==> config.mk <==
export PLATFORM = sky130hd
export DESIGN_NAME = alu_result_fifo_flat
export DESIGN_NICKNAME = d
export VERILOG_FILES = /design/src/rtl/alu_result_fifo_if.sv /design/src/rtl/alu_result_fifo.sv /design/src/flat_wrapper.sv
export SDC_FILE = /design/constraint.sdc
export NUM_CORES = 1
export LEC_CHECK = 0
export ABC_CLOCK_PERIOD_IN_PS = 5040
export CORE_UTILIZATION = 43
export DETAILED_ROUTE_END_ITERATION = 6
export HOLD_SLACK_MARGIN = 0.12
export PLACE_DENSITY_LB_ADDON = 0.3
export SYNTH_ARGS = -nofsm -noshare
export SYNTH_HDL_FRONTEND = slang
export SYNTH_SLANG_ARGS = --single-unit
==> constraint.sdc <==
create_clock -name clk -period 5.04 [get_ports clk]
set_input_delay 0.504 -clock clk [delete_from_list [all_inputs] [get_ports clk]]
set_output_delay 0.504 -clock clk [all_outputs]
set_load 0.01 [all_outputs]
==> src/rtl/alu_result_fifo_if.sv <==
// alu_result_fifo_if: valid/ready result channel carrying {overflow, zero, carry, sum}
interface alu_result_fifo_if #(parameter int WIDTH = 4);
  logic             valid;
  logic             ready;
  logic [WIDTH-1:0] s;
  logic             c;
  logic             zero;
  logic             overflow;
  modport master (output valid, s, c, zero, overflow, input ready);
  modport slave  (input valid, s, c, zero, overflow, output ready);
endinterface

==> src/rtl/alu_result_fifo.sv <==
// alu_result_fifo: ALU result FIFO with sticky overflow, push counter; optional zero-flag check (ALU_ZERO_CHECK_EN)
module alu_result_fifo #(
  parameter int WIDTH = 4,
  parameter int DEPTH = 4,
  parameter int CNT_W = 8
) (
  input  logic                     clk,
  input  logic                     rst_n,
  alu_result_fifo_if.slave         i_in,
  alu_result_fifo_if.master        o_out,
  input  logic                     i_clr_sticky,
  output logic [$clog2(DEPTH):0]   o_count,
  output logic                     o_sticky_ovf,
  output logic [CNT_W-1:0]         o_result_cnt,
  output logic                     o_flag_err
);
  localparam int AW = $clog2(DEPTH);
  localparam int CW = AW + 1;
  localparam int EW = WIDTH + 3;
  logic [EW-1:0] r_mem [DEPTH];
  logic [AW-1:0] r_wr_ptr, r_rd_ptr;
  logic [CW-1:0] r_count;
  logic          r_sticky_ovf;
  logic [CNT_W-1:0] r_result_cnt;
  logic          w_push, w_pop;
  logic [EW-1:0] w_head;
  assign i_in.ready   = r_count != CW'(DEPTH);
  assign o_out.valid  = r_count != '0;
  assign w_push       = i_in.valid & i_in.ready;
  assign w_pop        = o_out.valid & o_out.ready;
  assign w_head       = r_mem[r_rd_ptr];
  assign {o_out.overflow, o_out.zero, o_out.c, o_out.s} = w_head;
  assign o_count      = r_count;
  assign o_sticky_ovf = r_sticky_ovf;
  assign o_result_cnt = r_result_cnt;
  // entry storage: written at the write pointer on every accepted push
  always_ff @(posedge clk or negedge rst_n)
    if (!rst_n)
      for (int i = 0; i < DEPTH; i++) r_mem[i] <= '0;
    else if (w_push)
      r_mem[r_wr_ptr] <= {i_in.overflow, i_in.zero, i_in.c, i_in.s};
  // pointers wrap naturally since DEPTH is a power of two; occupancy tracks push minus pop
  always_ff @(posedge clk or negedge rst_n)
    if (!rst_n) begin
      r_wr_ptr <= '0;
      r_rd_ptr <= '0;
      r_count  <= '0;
    end else begin
      if (w_push) r_wr_ptr <= r_wr_ptr + 1'b1;
      if (w_pop)  r_rd_ptr <= r_rd_ptr + 1'b1;
      r_count <= r_count + CW'(w_push) - CW'(w_pop);
    end
  // sticky overflow: a flagged push outranks a same-cycle clear; push counter wraps freely
  always_ff @(posedge clk or negedge rst_n)
    if (!rst_n) begin
      r_sticky_ovf <= 1'b0;
      r_result_cnt <= '0;
    end else begin
      r_sticky_ovf <= (w_push & i_in.overflow) | (r_sticky_ovf & ~i_clr_sticky);
      if (w_push) r_result_cnt <= r_result_cnt + 1'b1;
    end
`ifdef ALU_ZERO_CHECK_EN
  logic r_flag_err;
  // zero-flag consistency: latch any push whose zero bit disagrees with its sum
  always_ff @(posedge clk or negedge rst_n)
    if (!rst_n)
      r_flag_err <= 1'b0;
    else if (w_push && (i_in.zero != (i_in.s == '0)))
      r_flag_err <= 1'b1;
  assign o_flag_err = r_flag_err;
`else
  assign o_flag_err = 1'b0;
`endif
endmodule

==> src/flat_wrapper.sv <==
// flat-port wrapper written by rule: the top's interface ports become plain ports
module alu_result_fifo_flat 
#(
  parameter int WIDTH = 4,
  parameter int DEPTH = 4,
  parameter int CNT_W = 8
)
  (clk, rst_n, i_clr_sticky, o_count, o_sticky_ovf, o_result_cnt, o_flag_err, i_in_valid, i_in_s, i_in_c, i_in_zero, i_in_overflow, i_in_ready, o_out_valid, o_out_s, o_out_c, o_out_zero, o_out_overflow, o_out_ready);
  alu_result_fifo_if #(.WIDTH(WIDTH)) i_in_i ();
  alu_result_fifo_if #(.WIDTH(WIDTH)) o_out_i ();
  input  logic clk;
  input  logic rst_n;
  input  logic i_clr_sticky;
  output logic [$clog2(DEPTH):0] o_count;
  output logic o_sticky_ovf;
  output logic [CNT_W-1:0] o_result_cnt;
  output logic o_flag_err;
  input wire logic [$bits(i_in_i.valid)-1:0] i_in_valid;
  input wire logic [$bits(i_in_i.s)-1:0] i_in_s;
  input wire logic [$bits(i_in_i.c)-1:0] i_in_c;
  input wire logic [$bits(i_in_i.zero)-1:0] i_in_zero;
  input wire logic [$bits(i_in_i.overflow)-1:0] i_in_overflow;
  output wire logic [$bits(i_in_i.ready)-1:0] i_in_ready;
  output wire logic [$bits(o_out_i.valid)-1:0] o_out_valid;
  output wire logic [$bits(o_out_i.s)-1:0] o_out_s;
  output wire logic [$bits(o_out_i.c)-1:0] o_out_c;
  output wire logic [$bits(o_out_i.zero)-1:0] o_out_zero;
  output wire logic [$bits(o_out_i.overflow)-1:0] o_out_overflow;
  input wire logic [$bits(o_out_i.ready)-1:0] o_out_ready;
  assign i_in_i.valid = i_in_valid;
  assign i_in_i.s = i_in_s;
  assign i_in_i.c = i_in_c;
  assign i_in_i.zero = i_in_zero;
  assign i_in_i.overflow = i_in_overflow;
  assign i_in_ready = i_in_i.ready;
  assign o_out_valid = o_out_i.valid;
  assign o_out_s = o_out_i.s;
  assign o_out_c = o_out_i.c;
  assign o_out_zero = o_out_i.zero;
  assign o_out_overflow = o_out_i.overflow;
  assign o_out_i.ready = o_out_ready;
  alu_result_fifo #(.WIDTH(WIDTH), .DEPTH(DEPTH), .CNT_W(CNT_W)) u_core (.clk(clk), .rst_n(rst_n), .i_in(i_in_i), .o_out(o_out_i), .i_clr_sticky(i_clr_sticky), .o_count(o_count), .o_sticky_ovf(o_sticky_ovf), .o_result_cnt(o_result_cnt), .o_flag_err(o_flag_err));
endmodule
==> results of run 1 <==
==> final cells by class <==
cell class,instances,area (um2)
Timing Repair Buffer,32,315
Multi-Input combinational cell,80,978
Clock buffer,5,68.8
Fill cell,399,2190
Sequential cell,44,1100
Clock inverter,2,12.5
Tap cell,67,83.8
Inverter,9,33.8
==> power by group <==
part / switching [mW] / internal, mW / total [mW]
Combinational: 0.279 / 0.559 / 0.838
Sequential: 0.165 / 0.528 / 0.693
Clock: 0.115 / 0.0938 / 0.209
Total: 0.559 / 1.18 / 1.74
==> per-stage QoR <==
step | instances | area [um2]
after CTS | 239 | 2590
after detailed placement | 232 | 2510
final | 239 | 2590
after global routing | 239 | 2590
after floorplan | 141 | 2180
after global placement | 232 | 2510
==> flip-flops by register name, indices dropped and copies added (netlist names) <==
register / flops
u_core.r_wr_ptr: 2
u_core.o_sticky_ovf: 1
u_core.r_rd_ptr: 2
u_core.o_count: 3
u_core.o_result_cnt: 8
u_core.r_mem: 28
==> critical path, stage by stage, from the launching register on <==
cell                              delay [ns]
sky130_fd_sc_hd__dfrtp_1                0.68
sky130_fd_sc_hd__mux4_2                 0.58
sky130_fd_sc_hd__clkdlybuf4s50_1        0.49
==> cells by family after synthesis <==
kind of cell               after synthesis  share of synthesized area [%]
AOI/OAI and AO/OA                        2                          0.631
muxes                                   37                           27.6
adders and majority gates                8                           4.94
buffers and inverters                   17                           4.59
other                                    1                          0.172
and+or+nand+nor                         20                           6.77
xor gates and xnor gates                12                           4.82
DFF                                     44                           50.5
==> layout by cell type (no fill, tap or decap), drive strengths merged, types with 4 or more instances in the layout <==
| master | instances |
|---|---|
| clkdlybuf4s50 | 31 |
| inv | 9 |
| xor2 | 4 |
| mux2 | 30 |
| xnor2 | 8 |
| dfrtp | 44 |
| nand3 | 4 |
| clkbuf | 5 |
| ha | 7 |
| and3 | 6 |
| mux4 | 7 |
| nand2 | 4 |
==> metal layers <==
metal  up-vias  track usage [%]  share of wire [%]
met5         -                0                  0
met3         5             5.52                3.8
met4         0             3.92               0.86
met2        24             26.5                 49
li1        545                -                  -
met1       617             22.1                 46
==> how the worst max path moves through the flow <==
stage	start	end	depth (start not counted)
final	u_core.r_rd_ptr[0]	o_out_overflow	2
after global routing	u_core.r_rd_ptr[0]	o_out_overflow	2
after CTS	u_core.r_rd_ptr[0]	o_out_overflow	2
after detailed placement	i_in_valid	u_core.o_count[2]	8
after global placement	i_in_valid	u_core.o_count[2]	8
after floorplan	u_core.o_count[1]	u_core.o_count[2]	8
==> results list, run 1 <==
- Synthesized instance count: 141
- Path category of the worst min-delay check: input pin to async pin
- The first global-routing pass estimated roughly 6500 um of wire.
- In this run the mean area of a mapped cell was 15.5 um2.
- STA classifies the critical path startpoint as a flip-flop.
- Across the routed clock network, the largest skew measured is 0.00773 ns.
- Total global-route track usage: between 10% and 20%
- Largest net degree at the start of global routing: between 40 and 50
- From synthesis to final layout, the design area changed by 19.0%.
* Starting DRC count in detailed routing: 57
- After clock tree synthesis, the clock-pin slew on the worst setup and hold paths is 0.08 ns.
- At the end of routability-driven placement, the weighted congestion stood at ~0.73.
* RSZ-0062 raised after global routing: no
- The worst pin sits at a relative slew slack of 35.5%.
- PortBufs: 32
- Detail Route Antenna Nets: 0
- After clock tree synthesis, the repair step resized 0 gates.
- Setup tns final: 0 ns
- Synthesis produced a netlist with a net count of roughly 160.
* Main area contributors after synthesis: sky130_fd_sc_hd__dfrtp_1 51%, sky130_fd_sc_hd__mux2_4 19%, sky130_fd_sc_hd__mux4_2 7.2%
- Required arrival time at the worst endpoint: ~4.5 ns
- The root buffer cell chosen for the clock tree is sky130_fd_sc_hd__clkbuf_8.
* Maximum VDD drop: between 0.0003 and 0.0004 V
- Share of the clock period used by the worst path: about half
- The via count of the first global-routing pass came to between 1k and 1.5k.
- The HPWL after detailed placement is about 2700 um.
* R2R Setup Slk: 2.87 ns
- The number of endpoints with negative hold slack in the final report came to 0.
* Post-CTS Hold Buffers: 0
* Cells on worst reg2reg path: 8
- In the routed design, unresolved DRC markers number 0.
* Final Power: 1.74 mW
- Power density over cell area: 671 nW/um2
* Worst-Skew Late Latency: ~0.3 ns
* Worst-path maximum fanout: 9
- Counting every sink on the clock net gives 44.
* Die X-Extent: about 73 um
* Largest area contributor in the synthesized netlist: sky130_fd_sc_hd__dfrtp_1
* Main synth FF type: sky130_fd_sc_hd__dfrtp_1
- Total Wirelength: 3950 um
* Worst hold margin: between 0.3 and 0.4 ns
- By startpoint and endpoint, the worst setup path is classified as flip-flop to output pin.
* Reported max-cap violation count: 0
- In this run the core area contains 25 standard-cell rows.
* Starting utilization of the core area: approximately 46%
- The worst register-to-register path ends at u_core.o_count[2].
* Count of flip-flops with a built-in enable after synthesis: 0
* Most instantiated library cell after synthesis: sky130_fd_sc_hd__dfrtp_1
- Area enclosed by the die boundary: 5360 um2
- The worst path in the final design needs a cycle of roughly 2.6 ns, including I/O delays and setup.
- Total via count in the routed design: between 1k and 1.5k
- TritonCTS built the clock tree.
- The flow ran to the end, and the final reports show no timing, DRC or antenna violations.
* # H-tree levels: 2
- Setup slack closes at approximately 2.5 ns.
- Via density: ~5
- Routed len/inst: 16.5 um
* Top-area cell type share of the netlist area: 50.5%
- Total grt overflow: 0
- Once layout is complete, the utilization of the core stands at between 50 and 60%.
- Number of unique standard cell types used by synthesis: 27
- Die Span Y: about 73 um
- During I/O placement, the number of pins put on the boundary was 34.
* Total iterations of the first detailed-routing run: 4
* Core Region: 4790 um2
- Of the synthesized area, sequential elements account for between 50% and 60%.
- Net count of the finished layout: about 190
* Ratio of cells with drive above 1 in the final layout: a little under a third
* Largest buffer count on any clock path: 2
* CP endpoint kind: output pin
- TritonCTS buffer count: 5
- The count of pins over their slew limit came to 0.
- Worst Path Arrival: just over 2 ns
- Post-CTS setup buffer count: 0
- The repair_antennas step left the layout with diodes totalling 0.
- Max Clock Freq: ~0.4 GHz
- Sorting the synthesized cells by how often they occur yields 44 x sky130_fd_sc_hd__dfrtp_1, 28 x sky130_fd_sc_hd__mux2_4, 8 x sky130_fd_sc_hd__inv_1, 8 x sky130_fd_sc_hd__xnor2_1.
* Combined area of all synthesized cells: approximately 2200 um2
- Number of antenna violations at the first check in global routing: 0
- Count of warnings emitted by yosys: 0
* Reg-to-reg critical path startpoint: u_core.o_count[1]
* Measured slew at the worst slew-check pin: a little under 1 ns
- Post-placement setup slack: 2.54 ns
* Register bit count reported by yosys: 44
- Counting flops with an async set or reset pin after synthesis yields a share of 100%.
- Setup violations remaining at the end of the flow were counted as 0.
- Leakage power: about 1.2 nW
(Power assumes the default switching activity.)
==> run 2, diff against run 1 <==
ABC_CLOCK_PERIOD_IN_PS = 2200   (was 5040)
clock period = 2.2 ns   (was 5.04 ns; I/O delays follow)
==> run 2 against run 1 <==
Register-to-register slack worse by 2.8 ns. Design area grew 3.0%. Non-clock buffer count rose by 5. Final cell count rose by 2.5%. Critical path type unchanged. Sequential power grew 130%. Power increased by 140%. Largest power group unchanged. Highest routed layer unchanged.
==> results list, run 2 (synthesized netlist as in run 1, its figures left out) <==
- Max Clock Freq: around 0.47 GHz
- Leakage power: 1.20 nW (was 1.15 nW)
- The number of max-capacitance violations reported was 0 (unchanged).
* HPWL after detailed placement: 2720 um (about the same)
* Area growth from synthesis to final layout: 22.6% (was 19.0%)
* Worst Path Arrival: 1.90 ns (was 2.05 ns)
- Launching element type of the critical path: flip-flop (unchanged)
* # H-tree levels: 2 (unchanged)
- The leading cell type in the layout, fill and taps excluded is sky130_fd_sc_hd__dfrtp_1 (unchanged).
- The clock-pin slew of the registers on the worst-case setup and hold paths is 0.08 ns (about the same).
- The final weighted congestion of routability-driven global placement is 0.742 (was 0.730).
- The clock root buffer is sky130_fd_sc_hd__clkbuf_8 (unchanged).
- The horizontal die dimension came to 73.2 um (unchanged).
* Area enclosed by the die boundary: 5360 um2 (unchanged)
- Commonest cells after routing, fill and taps aside: 43 x sky130_fd_sc_hd__dfrtp_1, 30 x sky130_fd_sc_hd__clkdlybuf4s50_1, 28 x sky130_fd_sc_hd__mux2_4 (was 44 x sky130_fd_sc_hd__dfrtp_1, 31 x sky130_fd_sc_hd__clkdlybuf4s50_1, 28 x sky130_fd_sc_hd__mux2_4).
- The peak supply drop came to 0.000675 V (was 0.000314 V).
* Largest net degree at the start of global routing: 45 (unchanged)
* Register ranked first by flip-flop count: u_core.r_mem (unchanged)
- PortBufs: 32 (unchanged)
* Required arrival time at the worst endpoint: 1.98 ns (was 4.54 ns)
- The insertion delay to the later sink of the worst-skew pair is 0.30 ns (about the same).
- The post-route clock skew is 0.00615 ns (was 0.00773 ns).
- Result of the run: finished, final reports clean (unchanged).
- Placed Cells: 235 (was 232)
- The number of endpoints with negative hold slack in the final report is 0 (unchanged).
- The number of buffers on the longest clock path is 2 (unchanged).
- The total global routing track utilization was 16.2% (was 16.7%).
* Share of the clock period used by the worst path: between 90 and 100%
- Measured slew at the worst slew-check pin: 0.963 ns (was 0.967 ns)
* Die Span Y: 73.2 um (unchanged)
- The number of DRC violations after detailed-routing iteration 0 came to 75 (was 57).
- Cell Count, Final, Fillers Out: 245 (was 239)
- Number of flip-flops under the largest register name: 28 (unchanged)
- Number of clock sinks: 44 (unchanged)
* Via density: 4.98 (about the same)
- The total I/O pin count came to 34 (unchanged).
- The headroom to the max-slew limit was 35.8% (was 35.5%).
- The type of the most critical hold path is input pin to flip-flop (was input pin to async pin).
* TritonCTS clock tree: yes (unchanged)
- The effective utilization at floorplan was 45.5% (unchanged).
- Vias in the first global route: 1269 (was 1290)
- The wire length of the first global-routing pass was 6350 um (was 6490 um).
- The vias after detailed routing was 1221 (was 1191).
- The count of pins over their slew limit was 0 (unchanged).
* Final setup fails: 0 (unchanged)
- CP endpoint kind: output pin (unchanged)
- Net count of the finished layout: 197 (was 192)
- Power density over cell area: 1560 nW/um2 (was 671 nW/um2)
* Total Wirelength: 3970 um (was 3950 um)
- Total iterations of the first detailed-routing run: 4 (unchanged)
- TritonCTS buffer count: 5 (unchanged)
- The diode insertion count for antenna repair was 0 (unchanged).
- RSZ-0062 raised after global routing: no (unchanged)
- The sum of overflow across all layers after global routing came to 0 (unchanged).
- The path type of the worst setup path is flip-flop to output pin (unchanged).
- The filler cell count came to 404 (was 399).
- Ratio of cells with drive above 1 in the final layout: 32.6% (was 30.2%)
- The post-detailed-route count of antenna-violating nets is 0 (unchanged).
- Core Region: 4790 um2 (unchanged)
- The maximum fanout count along the critical path is 9 (unchanged).
- Final Power: 4.17 mW (was 1.74 mW)
- The wire length per cell after detailed routing was 16.2 um (was 16.5 um).
- The DRC violations left came to 0 (unchanged).
* Post-layout min period: ~2.1 ns
* Floorplan row count: 25 (unchanged)
- Number of antenna violations at the first check in global routing: 0 (unchanged)
- The final-layout setup total negative slack came to 0 ns (unchanged).
## run 2: cell count changes in the layout (fill, tap and decap cells not counted)
cell and delta:
sky130_fd_sc_hd__buf_4 +4, sky130_fd_sc_hd__bufinv_16 +1, sky130_fd_sc_hd__clkdlybuf4s50_1 -1, sky130_fd_sc_hd__clkinv_2 -1, sky130_fd_sc_hd__dfrtp_1 -1, sky130_fd_sc_hd__dfrtp_2 +1, sky130_fd_sc_hd__dlygate4sd3_1 +1, sky130_fd_sc_hd__dlymetal6s2s_1 +1
sky130_fd_sc_hd__inv_6 +1
## run 2: critical path: stages (launching register included)
cell,delay (ns)
sky130_fd_sc_hd__dfrtp_2,0.56
sky130_fd_sc_hd__mux4_2,0.55
sky130_fd_sc_hd__clkdlybuf4s50_1,0.49
## run 2: cell type report
type	instances	area [um2]	area share, %
clock buffer	5	68.8	2.58
clock inverter	3	46.3	1.73
inverter	9	33.8	1.26
multi-input combinational	80	978	36.6
sequential	44	1100	41.3
tap	67	83.8	3.14
timing repair buffer	37	358	13.4
## run 2: routing by layer
metal  routed length, um  vias up  GRT usage (%)
li1                    -      558              -
met1                1790      630           20.9
met2                1970       26           26.2
met3                 146        7           3.87
met4                  61        0           6.54
met5                   0        -              0
## run 2: metrics by stage
stage	area, um2	hold slack (ns)	utilization [%]	worst slack (ns)
after global routing	2670	0.471	55.8	0.00164
after floorplan	2180	-0.0756	-	0.136
after detailed placement	2530	0.425	53.0	0.0531
final	2670	0.475	55.8	0.0779
after global placement	2530	0.411	53.0	0.140
after CTS	2660	0.471	55.6	0.0451
## run 2: final timing paths
kind                                             start                     end  slack (ns)  cells after the start
min in group asynchronous                        rst_n        u_core.r_mem[18]        0.61                      2
worst min-delay path                      i_clr_sticky     u_core.o_sticky_ovf        0.47                      2
max in group asynchronous                        rst_n      u_core.r_rd_ptr[0]        0.94                      2
worst max-delay path                u_core.r_rd_ptr[0]          o_out_overflow        0.08                      2
worst min register to register  u_core.o_result_cnt[7]  u_core.o_result_cnt[7]        0.48                      1
worst max register to register       u_core.o_count[2]       u_core.o_count[2]        0.09                      8
## run 2: repair_timing
action	CTS	global route
endpoints found under the hold margin	44	0
endpoints found under the setup margin	7	2
setup buffers	0	1
pin swaps	0	0
gates resized for setup	1	1
hold buffers	1	0
## run 2: power by group
part / leakage [nW] / switching [mW] / internal [mW]
Sequential: 0.526 / 0.355 / 1.21
Combinational: 0.619 / 0.666 / 1.31
Clock: 0.0548 / 0.287 / 0.342
==> variant: new RTL, flow settings as in run 1 <==
`DEPTH` is set to 4 in 2 places; all go to 8.
--- a/src/rtl/alu_result_fifo.sv
+++ b/src/rtl/alu_result_fifo.sv
@@ -2,5 +2,5 @@
 module alu_result_fifo #(
   parameter int WIDTH = 4,
-  parameter int DEPTH = 4,
+  parameter int DEPTH = 8,
   parameter int CNT_W = 8
 ) (
--- a/src/flat_wrapper.sv
+++ b/src/flat_wrapper.sv
@@ -3,5 +3,5 @@
 #(
   parameter int WIDTH = 4,
-  parameter int DEPTH = 4,
+  parameter int DEPTH = 8,
   parameter int CNT_W = 8
 )
Interface: changed (resized o_count); port bits go from 34 to 35. No check against the original RTL was run, so the function may have changed too.
==> variant against run 1 <==
- via count is 65% higher
- synthesized cell count rose by 65%
- maximum frequency decreased by 20%
- sequential cell count rose by 31
- power increased by 60%
- setup slack lost 660 ps
- routed wire length is 63% higher
- final cell count rose by 57%
- area after synthesis up 64%
- utilization fell by 1.5 points
- non-clock buffer count rose by 1
- design area grew 60%
- critical endpoint unchanged
==> variant: results (changes against run 1) <==
* Highest net fanout along the worst path at 16 (+7)
* Critical register-to-register path startpoint: u_core.o_count[2]
* Post-layout nets at 290 (+51%)
* Result of the run: complete, no violations
* Sequential share of the synthesized area at 0.524 (+0.0191)
* Area contributors post-synth: sky130_fd_sc_hd__dfrtp_1 52%, sky130_fd_sc_hd__mux2_2 19%, sky130_fd_sc_hd__mux4_2 8.8%, sky130_fd_sc_hd__ha_1 3.1%, sky130_fd_sc_hd__mux2_4 2.9%
* Leading cell types by count after synthesis: 75 x sky130_fd_sc_hd__dfrtp_1, 59 x sky130_fd_sc_hd__mux2_2, 14 x sky130_fd_sc_hd__mux4_2
* End of the worst register-to-register path: u_core.o_count[2]
* HPWL after DPL at 4180 um (+54%)
* Placement-stage worst setup slack at 2150 ps (-384 ps)
* Cell chosen for the clock root: sky130_fd_sc_hd__clkbuf_8
* Clock-pin slew on the worst setup and hold paths at 80 ps (about the same)
* Remaining max-slew budget at the tightest pin at 0.345 (-0.0104)
* Max reg flops at 56 (+100%)
* Leakage component of the power at 1.79 nW (+55%)
* Slowest stage cell on the critical path: sky130_fd_sc_hd__dfrtp_1
* Class of the tightest hold or removal check: input pin to async pin
* Post-detailed-route via-to-cell ratio at 5.24 (+5.2%)
* Critical path's largest stage delay at 1000 ps (+320 ps)
* Filler cell count at 649 (+63%)
* Post-CTS repair timing setup buffer count at 0 (unchanged)
* Antenna fix cells at 0 (unchanged)
* Largest voltage drop on the vdd net at 0.417 mV (+33%)
* Count of yosys warnings during synthesis at 0 (unchanged)
* Violation count after the first detailed-routing iteration at 57 (unchanged)
* Pin count of the biggest net entering global routing at 76 (+69%)
* Average cell area after synthesis at 15.4 um^2 (-0.61%)
* Post-synthesis async set-or-reset flop share at 1.00 (unchanged)
* Clock latency on the worst-skew pair at 350 ps (+50 ps)
* Wire length of the first global-routing pass at 10900 um (+67%)
* Number of nets in the synthesized netlist at 255 (+58%)
* Number of antenna violations at the first check in global routing at 0 (unchanged)
* Number of buffers inserted by port buffering at 33 (+3.1%)
* Largest delay share family, worst path: flip-flops
* Proportion of layout cells with a drive suffix above 1 at 0.403 (+0.101)
* Post-Layout Cell Count at 375 (+57%)
* Number of clock buffers inserted by TritonCTS at 9 (+4)
* Largest buffer count on any clock path at 2 (unchanged)
* Via count of the first global-routing pass at 2125 (+65%)
* R2R cell count at 11 (+3)
* # placed instances at 359 (+55%)
* Leading register cell type out of synthesis: sky130_fd_sc_hd__dfrtp_1
* Number of optimization iterations in the first detailed-route pass at 2 (-2)
* Overall routing resource usage at 0.172 (+0.00512)
* Netlist cell types at 38 (+41%)
* H-tree depth reported by CTS at 3 (+1)
* Worst reg-to-reg setup slack at 2570 ps (-300 ps)
* Top reg by flops: u_core.r_mem
* Routability Congestion at 0.685 (-6.3%)
* Clock skew after layout at 12.5 ps (+4.80 ps)
* Routed wire length at 6450 um (+63%)
* Number of gates resized after CTS at 0 (unchanged)
[variant: per-stage QoR]
| stage | util | area (um^2) | hold WS (ps) | power, mW |
|---|---|---|---|---|
| final | 0.527 | 4160 | 279 | 2.79 |
| after CTS | 0.527 | 4160 | 307 | 2.83 |
| after global routing | 0.527 | 4160 | 345 | 2.99 |
| after floorplan | - | 3580 | 208 | 1.97 |
| after global placement | 0.503 | 3970 | 458 | 2.35 |
| after detailed placement | 0.503 | 3970 | 466 | 2.38 |
[variant: worst max-delay path by stage]
stage	slack, ps	depth (start not counted)	startpoint	end
5_1_grt	1640	3	u_core.r_rd_ptr[0]	o_out_overflow
4_1_cts	1740	3	u_core.r_rd_ptr[0]	o_out_overflow
2_1_floorplan	2620	11	u_core.o_count[2]	u_core.o_count[2]
3_5_place_dp	2150	3	u_core.r_rd_ptr[0]	o_out_overflow
3_3_place_gp	2160	3	u_core.r_rd_ptr[0]	o_out_overflow
6_report	1830	3	u_core.r_rd_ptr[0]	o_out_overflow
[variant: report_power, final]
| part | internal (mW) | total [mW] | leakage (nW) | switching [mW] |
|---|---|---|---|---|
| Sequential | 0.901 | 1.17 | 0.902 | 0.271 |
| Combinational | 0.791 | 1.18 | 0.798 | 0.392 |
| Clock | 0.187 | 0.430 | 0.0897 | 0.243 |
| Total | 1.88 | 2.79 | 1.79 | 0.906 |
[variant: area by class of cell]
class,instances,area (um^2),area share
well taps,102,128,0.0307
flip-flops and latches,75,1880,0.452
repair buffers,33,328,0.0789
clock buffers,9,124,0.0298
multi-input cells,137,1590,0.384
inverters,12,45.0,0.0108
clock inverters,7,60.1,0.0145
[variant: layer usage]
metal  vias to the layer above  global-route usage  part of all wire
met5                         -                   0                 0
met4                         0              0.0538             0.015
met3                         8              0.0618             0.044
met2                        38               0.287              0.50
met1                      1008               0.207              0.44
li1                        911                   -                 -
[variant: kinds of logic (layout without fill, tap and decap cells)]
| logic type | Yosys count | after routing | share of synthesized area |
|---|---|---|---|
| compound gates | 3 | 3 | 0.00489 |
| xor+xnor | 13 | 13 | 0.0318 |
| fa+ha+maj | 10 | 10 | 0.0371 |
| buf+inv | 21 | 61 | 0.0304 |
| flops | 75 | 75 | 0.524 |
| mux | 80 | 80 | 0.303 |
| other cells | 1 | 1 | 0.00105 |
| simple gates | 30 | 30 | 0.0675 |
